===== config.mk =====
export PLATFORM = sky130hd
export DESIGN_NAME = io_port_bridge
export DESIGN_NICKNAME = d
export VERILOG_FILES = /design/src/rtl/io_port_bridge.sv
export SDC_FILE = /design/constraint.sdc
export NUM_CORES = 1
export LEC_CHECK = 0
export CORE_UTILIZATION = 45
export CTS_BUF_LIST = sky130_fd_sc_hd__clkbuf_2
export CTS_CLUSTER_DIAMETER = 200
export DETAILED_ROUTE_END_ITERATION = 7
export PLACE_DENSITY = 0.73
export SLEW_MARGIN = 20
export SYNTH_ARGS = -nofsm -noshare
export SYNTH_HDL_FRONTEND = slang
export SYNTH_SLANG_ARGS = --single-unit

===== constraint.sdc =====
create_clock -name clk -period 1.4 [get_ports clk]
set_clock_uncertainty 0.15 [all_clocks]
set_input_delay 0.21 -clock clk [delete_from_list [all_inputs] [get_ports clk]]
set_output_delay 0.21 -clock clk [all_outputs]
set_load 0.03 [all_outputs]

===== src/rtl/io_port_bridge.sv =====
// Peripheral I/O stage behind the CPU core: strobed output registers, a combinational
// read mux, synchronized switches, and debounced buttons driving a maskable interrupt.
module io_port_bridge #(
    parameter logic [7:0] LED_PORT      = 8'h40,
    parameter logic [7:0] SSEG_PORT     = 8'h81,
    parameter logic [7:0] SW_PORT       = 8'h20,
    parameter logic [7:0] BTN_PORT      = 8'h24,
    parameter logic [7:0] INT_MASK_PORT = 8'h25,
    parameter logic [7:0] INT_ACK_PORT  = 8'h26,
    parameter int         DEB_CYCLES    = 16
) (
    input  logic       clk,
    input  logic       rst,
    input  logic       io_strb,
    input  logic [7:0] port_id,
    input  logic [7:0] out_port,
    output logic [7:0] in_port,
    input  logic [7:0] switches,
    input  logic [3:0] buttons,
    output logic [7:0] leds,
    output logic [7:0] sseg_val,
    output logic       interrupt
);

    localparam int            CW      = $clog2(DEB_CYCLES);
    localparam logic [CW-1:0] CNT_MAX = CW'(DEB_CYCLES - 1);
    localparam logic [CW-1:0] CNT_ONE = CW'(1);

    logic [7:0]    sw_meta, sw_sync;
    logic [3:0]    btn_meta, btn_sync;
    logic [3:0]    debounced, deb_q, pending, mask;
    logic [3:0]    ack_clr, rise;
    logic [CW-1:0] cnt [4];

    // io_strb qualifies port_id/out_port for exactly one cycle; there is no ready,
    // every strobed write is accepted on the edge where io_strb is high.
    always_comb begin
        ack_clr = 4'h0;
        if (io_strb && port_id == INT_ACK_PORT) ack_clr = out_port[3:0];
    end

    assign rise = debounced & ~deb_q;

    always_ff @(posedge clk or negedge rst) begin
        if (!rst) begin
            leds     <= 8'h00;
            sseg_val <= 8'h00;
            mask     <= 4'h0;
        end else if (io_strb) begin
            if (port_id == LED_PORT)      leds     <= out_port;
            if (port_id == SSEG_PORT)     sseg_val <= out_port;
            if (port_id == INT_MASK_PORT) mask     <= out_port[3:0];
        end
    end

    always_ff @(posedge clk or negedge rst) begin
        if (!rst) begin
            sw_meta  <= 8'h00;
            sw_sync  <= 8'h00;
            btn_meta <= 4'h0;
            btn_sync <= 4'h0;
        end else begin
            sw_meta  <= switches;
            sw_sync  <= sw_meta;
            btn_meta <= buttons;
            btn_sync <= btn_meta;
        end
    end

    // A level is accepted only after DEB_CYCLES consecutive disagreeing samples;
    // a single agreeing sample restarts the count, for press and release alike.
    always_ff @(posedge clk or negedge rst) begin
        if (!rst) begin
            debounced <= 4'h0;
            for (int i = 0; i < 4; i++) cnt[i] <= '0;
        end else begin
            for (int i = 0; i < 4; i++) begin
                if (btn_sync[i] != debounced[i]) begin
                    if (cnt[i] == CNT_MAX) begin
                        debounced[i] <= btn_sync[i];
                        cnt[i]       <= '0;
                    end else begin
                        cnt[i] <= cnt[i] + CNT_ONE;
                    end
                end else begin
                    cnt[i] <= '0;
                end
            end
        end
    end

    // Rise is OR-ed after the clear so a same-edge acknowledge cannot lose a new press.
    always_ff @(posedge clk or negedge rst) begin
        if (!rst) begin
            deb_q     <= 4'h0;
            pending   <= 4'h0;
            interrupt <= 1'b0;
        end else begin
            deb_q     <= debounced;
            pending   <= (pending & ~ack_clr) | rise;
            interrupt <= |(pending & mask);
        end
    end

    always_comb begin
        in_port = 8'h00;
        case (port_id)
            SW_PORT:       in_port = sw_sync;
            BTN_PORT:      in_port = {pending, debounced};
            LED_PORT:      in_port = leds;
            SSEG_PORT:     in_port = sseg_val;
            INT_MASK_PORT: in_port = {4'h0, mask};
            default:       in_port = 8'h00;
        endcase
    end

endmodule


* After elaboration in Yosys (flattened, before gate mapping)
Cells that the tools add are included. W data, S select, Z words.
Cells by class: add/sub/neg operators 4, equal/unequal tests 14, muxes and demuxes 10, bitwise logic cells 6, reductions and logical operators 9
Operator list (number):
- $pmux W8 S5 | 1
- $mux W4 | 9
- $eq A8 B6 Y1 const B | 4
- $add A4 B1 Y4 const B | 4
- $eq A4 B4 Y1 const B | 4
- $reduce_and A2 Y1 | 7
- $and A4 B4 Y4 | 3
- $eq A8 B7 Y1 const B | 1
- $eq A8 B8 Y1 const B | 1
- $not A4 Y4 | 2
- $ne A1 B1 Y1 | 4
- $or A4 B4 Y4 | 1
- $reduce_or A4 Y1 | 1
- $logic_and A1 B1 Y1 | 1
Storage, ports and cells: bits in registers 73, input port bits 31, output and inout bits 25, logic and storage cells 61

* Logic depth before layout (Yosys ltp)
Gate-level depths: netlist of run 1.
depth after elaboration 6, depth in mapped cells 5, depth with buffers taken out 4

* Worst setup path after synthesis of run 1
OpenSTA, ideal clock, no wires.
path kind input -> output, start point input port_id[1], end point output in_port[4], arrival time 1.465 ns, data required time 1.040 ns, setup slack -0.425 ns, cell stages on the path 4, path buffers 1, path through nor4_4 buf_4 nand4_1 o221ai_1
Between the ends: word-level cells in the longest chain between the ends 2, elaborated cells on any way between the ends 6, those cells by class eq/ne (5); mux (1)
Ends and longest elaborated chain:
- start: declaration | line 15 | input logic [7:0] port_id,
- $eq A8 B6 Y1 (tied with other cells) | line 107 | case (port_id)
- $pmux W8 S5 (*) | line 107
- end: declaration | line 17 | output logic [7:0] in_port,
Mark *: on every way between the ends. The rest lies on a longest branch, timed or not.

* Worst setup path in the final report of run 1
start point register sw_sync[5], end point output in_port[5]
Between the ends: word-level cells in the longest chain between the ends 1
Ends and longest elaborated chain:
- start: declaration | line 29 | logic [7:0] sw_meta, sw_sync;
- start signal: assignment | line 64 | sw_sync <= sw_meta;
- $pmux W8 S5 | line 107
No other way between the ends.

==> impl_metrics.yaml, run 1 <==
floorplan:
  floorplan.initialDensity_pct: 47.2
  core_area_um2: 6460
  ios: 56
  dieArea_um2: 7100
  die_h_um: 84.3
  fp.dieW_um: 84.3
  row_count: 29
synthesis:
  synth_top_family_by_area: "simple AND/OR/NAND/NOR gates"
  synth_compound_area_share_pct: 7.89
  ys.warnings.count: 0
  yosys.area_share.xor_xnor_pct: 2.30
  synth.area.mux_share_pct: 10.2
  async_reset_ff_share_pct: 100
  syn_area_per_cell_um2: 13.4
  ys_types: 35
  postSynthCellCount: 228
  yosys.area_share.adder_pct: 1.64
  syn_area_um2: 3050
  synth_nets: 263
  synth_simple_gate_area_share_pct: 15.7
  ys_ff_latch: 73
  synth_edf_count: 0
  synth_ff_type: "dfrtp_1"
  ys_seq_area_share_pct: 60.0
status:
  violations: "design-rule violations, negative setup slack"
  status: "complete, but fails checks"
global_route:
  track_usage_pct: 21.2
  antenna_found_initial: 0
  grt-ovfl-total: 0
  grt_pass1_vias: 2401
  grt_pass1_wl_mm: 11.5
  grt_max_degree: 74
sta:
  post-route-period-util_pct: 147
  hold_ws_ns: 0.0722
  rsz0062_at_grt: "yes"
  relSlewSlack_pct: 73.3
  worstMarginPinSlew_ns: 0.397
  fin_setup_tns_ns: -5.72
  maxSlewViolCount: 0
  hold_viol: 0
  fmax_mhz: 485
  setup_ws_ns: -0.661
  min_period_ns: 2.06
  finalSetupViolCount: 28
power_and_ir_drop:
  total_power_mw: 4.18
  power_density_nw_per_um2: 916
  p_leak_nw: 2.13
  peakVddDrop_mv: 0.686
final_layout:
  n_antenna_cell: 0
  area_delta_synth_final_pct: 49.7
  drive_gt1_share_pct: 41.7
  fin_cells: 437
  finalNetCount: 390
  final_common_cell: "dfrtp_1"
  final_cell_mix: "dfrtp_1 (73), buf_4 (42), buf_6 (38), mux2_2 (22), clkdlybuf4s50_1 (21)"
clock_tree:
  cts-buffers-inserted: 9
  cts_tree: "built"
  path_clk_slew_ns: 0.20
  clock-sinks: 73
  h-tree-depth: 3
  cts_root_buf: "clkbuf_2"
  cts_buffer_depth: 2
  clk_latency_ns: 0.50
job:
  drv_cap: 0
detailed_routing:
  drt_first_pass_iters: 6
  drc_errors: 14
  via_per_inst: 5.39
  post_drt_wl_per_cell_um: 16.4
  ant_nets: 0
  drt_wl_total_mm: 7.19
  vias: 2355
  drtIter0Drc: 105
worst_setup_path:
  crit_arrival_ns: 1.70
  r2r-start: "cnt[0]"
  slowest_stage: "dfrtp_1"
  critPathKind: "flip-flop to output port"
  worst_setup_path_end_kind: "output port"
  critPathMaxStageDelay_ns: 0.39
  crit_required_ns: 1.04
  critPathMaxFanout: 1
  crit_chain: "nand3b_1 -> a2111oi_4 -> a221o_2 -> buf_6"
  crit_start: "sw_sync[5]"
  cp-start-kind: "flip-flop"
  ff2ff_path_depth: 3
place:
  dpl.hpwl_mm: 4.72
  dp_cells: 388
  io_buffers: 55
  place.gp.congestion: 0.814
hold_path:
  hold_class: "primary input to asynchronous set/reset pin"
Yosys cell counts (5+ instances only):
library cell / instances / area share, %
mux2_2: 24 / 8.9
o211ai_1: 8 / 2.0
a21oi_1: 8 / 1.3
nor2b_1: 7 / 1.4
and3b_1: 10 / 2.9
dfrtp_1: 73 / 60
inv_1: 10 / 1.2
nor2_1: 7 / 0.86
nand3_1: 6 / 0.99
xnor2_1: 8 / 2.3
nand4_1: 5 / 1.0
nand4b_1: 8 / 2.3
worst max-delay path: cells and delay by family, from the launching register on:
| kind | cells | cell delay (ns) |
|---|---|---|
| flops | 1 | 0.39 |
| simple gates | 1 | 0.14 |
| buf+inv | 1 | 0.13 |
| compound gates | 2 | 0.54 |
layer usage:
metal	part of all wire, %	GRT usage [%]
met3	5.2	5.80
met4	1.1	5.17
met1	42	26.2
met5	0	0
met2	52	36.9
worst paths after layout:
path                            slack (ns)            to
worst max-delay path                 -0.66    in_port[5]
worst min-delay path                  0.07   btn_meta[1]
max in group asynchronous             0.71    sw_meta[4]
worst min register to register        0.21    sw_sync[6]
min in group clk                      0.10    pending[2]
worst max register to register        0.03  debounced[3]
state kept, by name (all words and copies together) (netlist names):
register,count
mask,4
debounced,4
leds,8
cnt,16
deb_q,4
sseg_val,8
sw_meta,8
btn_sync,4
pending,4
sw_sync,8
btn_meta,4
interrupt,1
timing repair:
action | CTS | global route
buffers inserted | 6 | 16
gates cloned | 1 | 1
endpoints found under the setup margin | 49 | 45
endpoints found under the hold margin | 85 | 0
pin swaps | 10 | 12
gates resized for setup | 88 | 38
hold buffers | 13 | 0
cell type report:
type | instances | area, um^2
clock buffers | 11 | 55.1
clock inverters | 5 | 80.1
fillers | 455 | 1900
inverters | 10 | 37.5
multi-input cells | 138 | 1300
flip-flops and latches | 73 | 1830
well taps | 77 | 96.3
repair buffers | 123 | 1160
per-stage QoR:
stage / setup slack [ns] / area [um^2] / utilization [%]
floorplan: -0.286 / 3080 / -
global placement: -0.819 / 3910 / 60.6
detailed placement: -0.897 / 3910 / 60.6
CTS: -0.673 / 4380 / 67.8
global route: -0.742 / 4560 / 70.6
finish: -0.661 / 4560 / 70.6
power by group:
| part | leakage, nW | internal, mW | switching [mW] | total [mW] |
|---|---|---|---|---|
| registers | 0.950 | 2.20 | 0.0688 | 2.27 |
| logic | 1.10 | 0.328 | 0.271 | 0.598 |
| clock network | 0.0798 | 0.603 | 0.702 | 1.31 |
| total | 2.13 | 3.13 | 1.04 | 4.18 |
cell families (layout without fill, tap and decap cells):
family,count (synthesis),in the layout
DFF,73,73
and+or+nand+nor,64,64
AOI/OAI and AO/OA,34,34
muxes,28,28
buffers and inverters,17,149
xor gates and xnor gates,8,8
adders and majority gates,4,4
Note: power is estimated with default switching activity, not from simulation.
==> run 2, diff against run 1 <==
CAP_MARGIN = 20   (was default)
==> results of run 2 <==
Same layout as run 1: the final DEF is identical, and so are final timing and power.
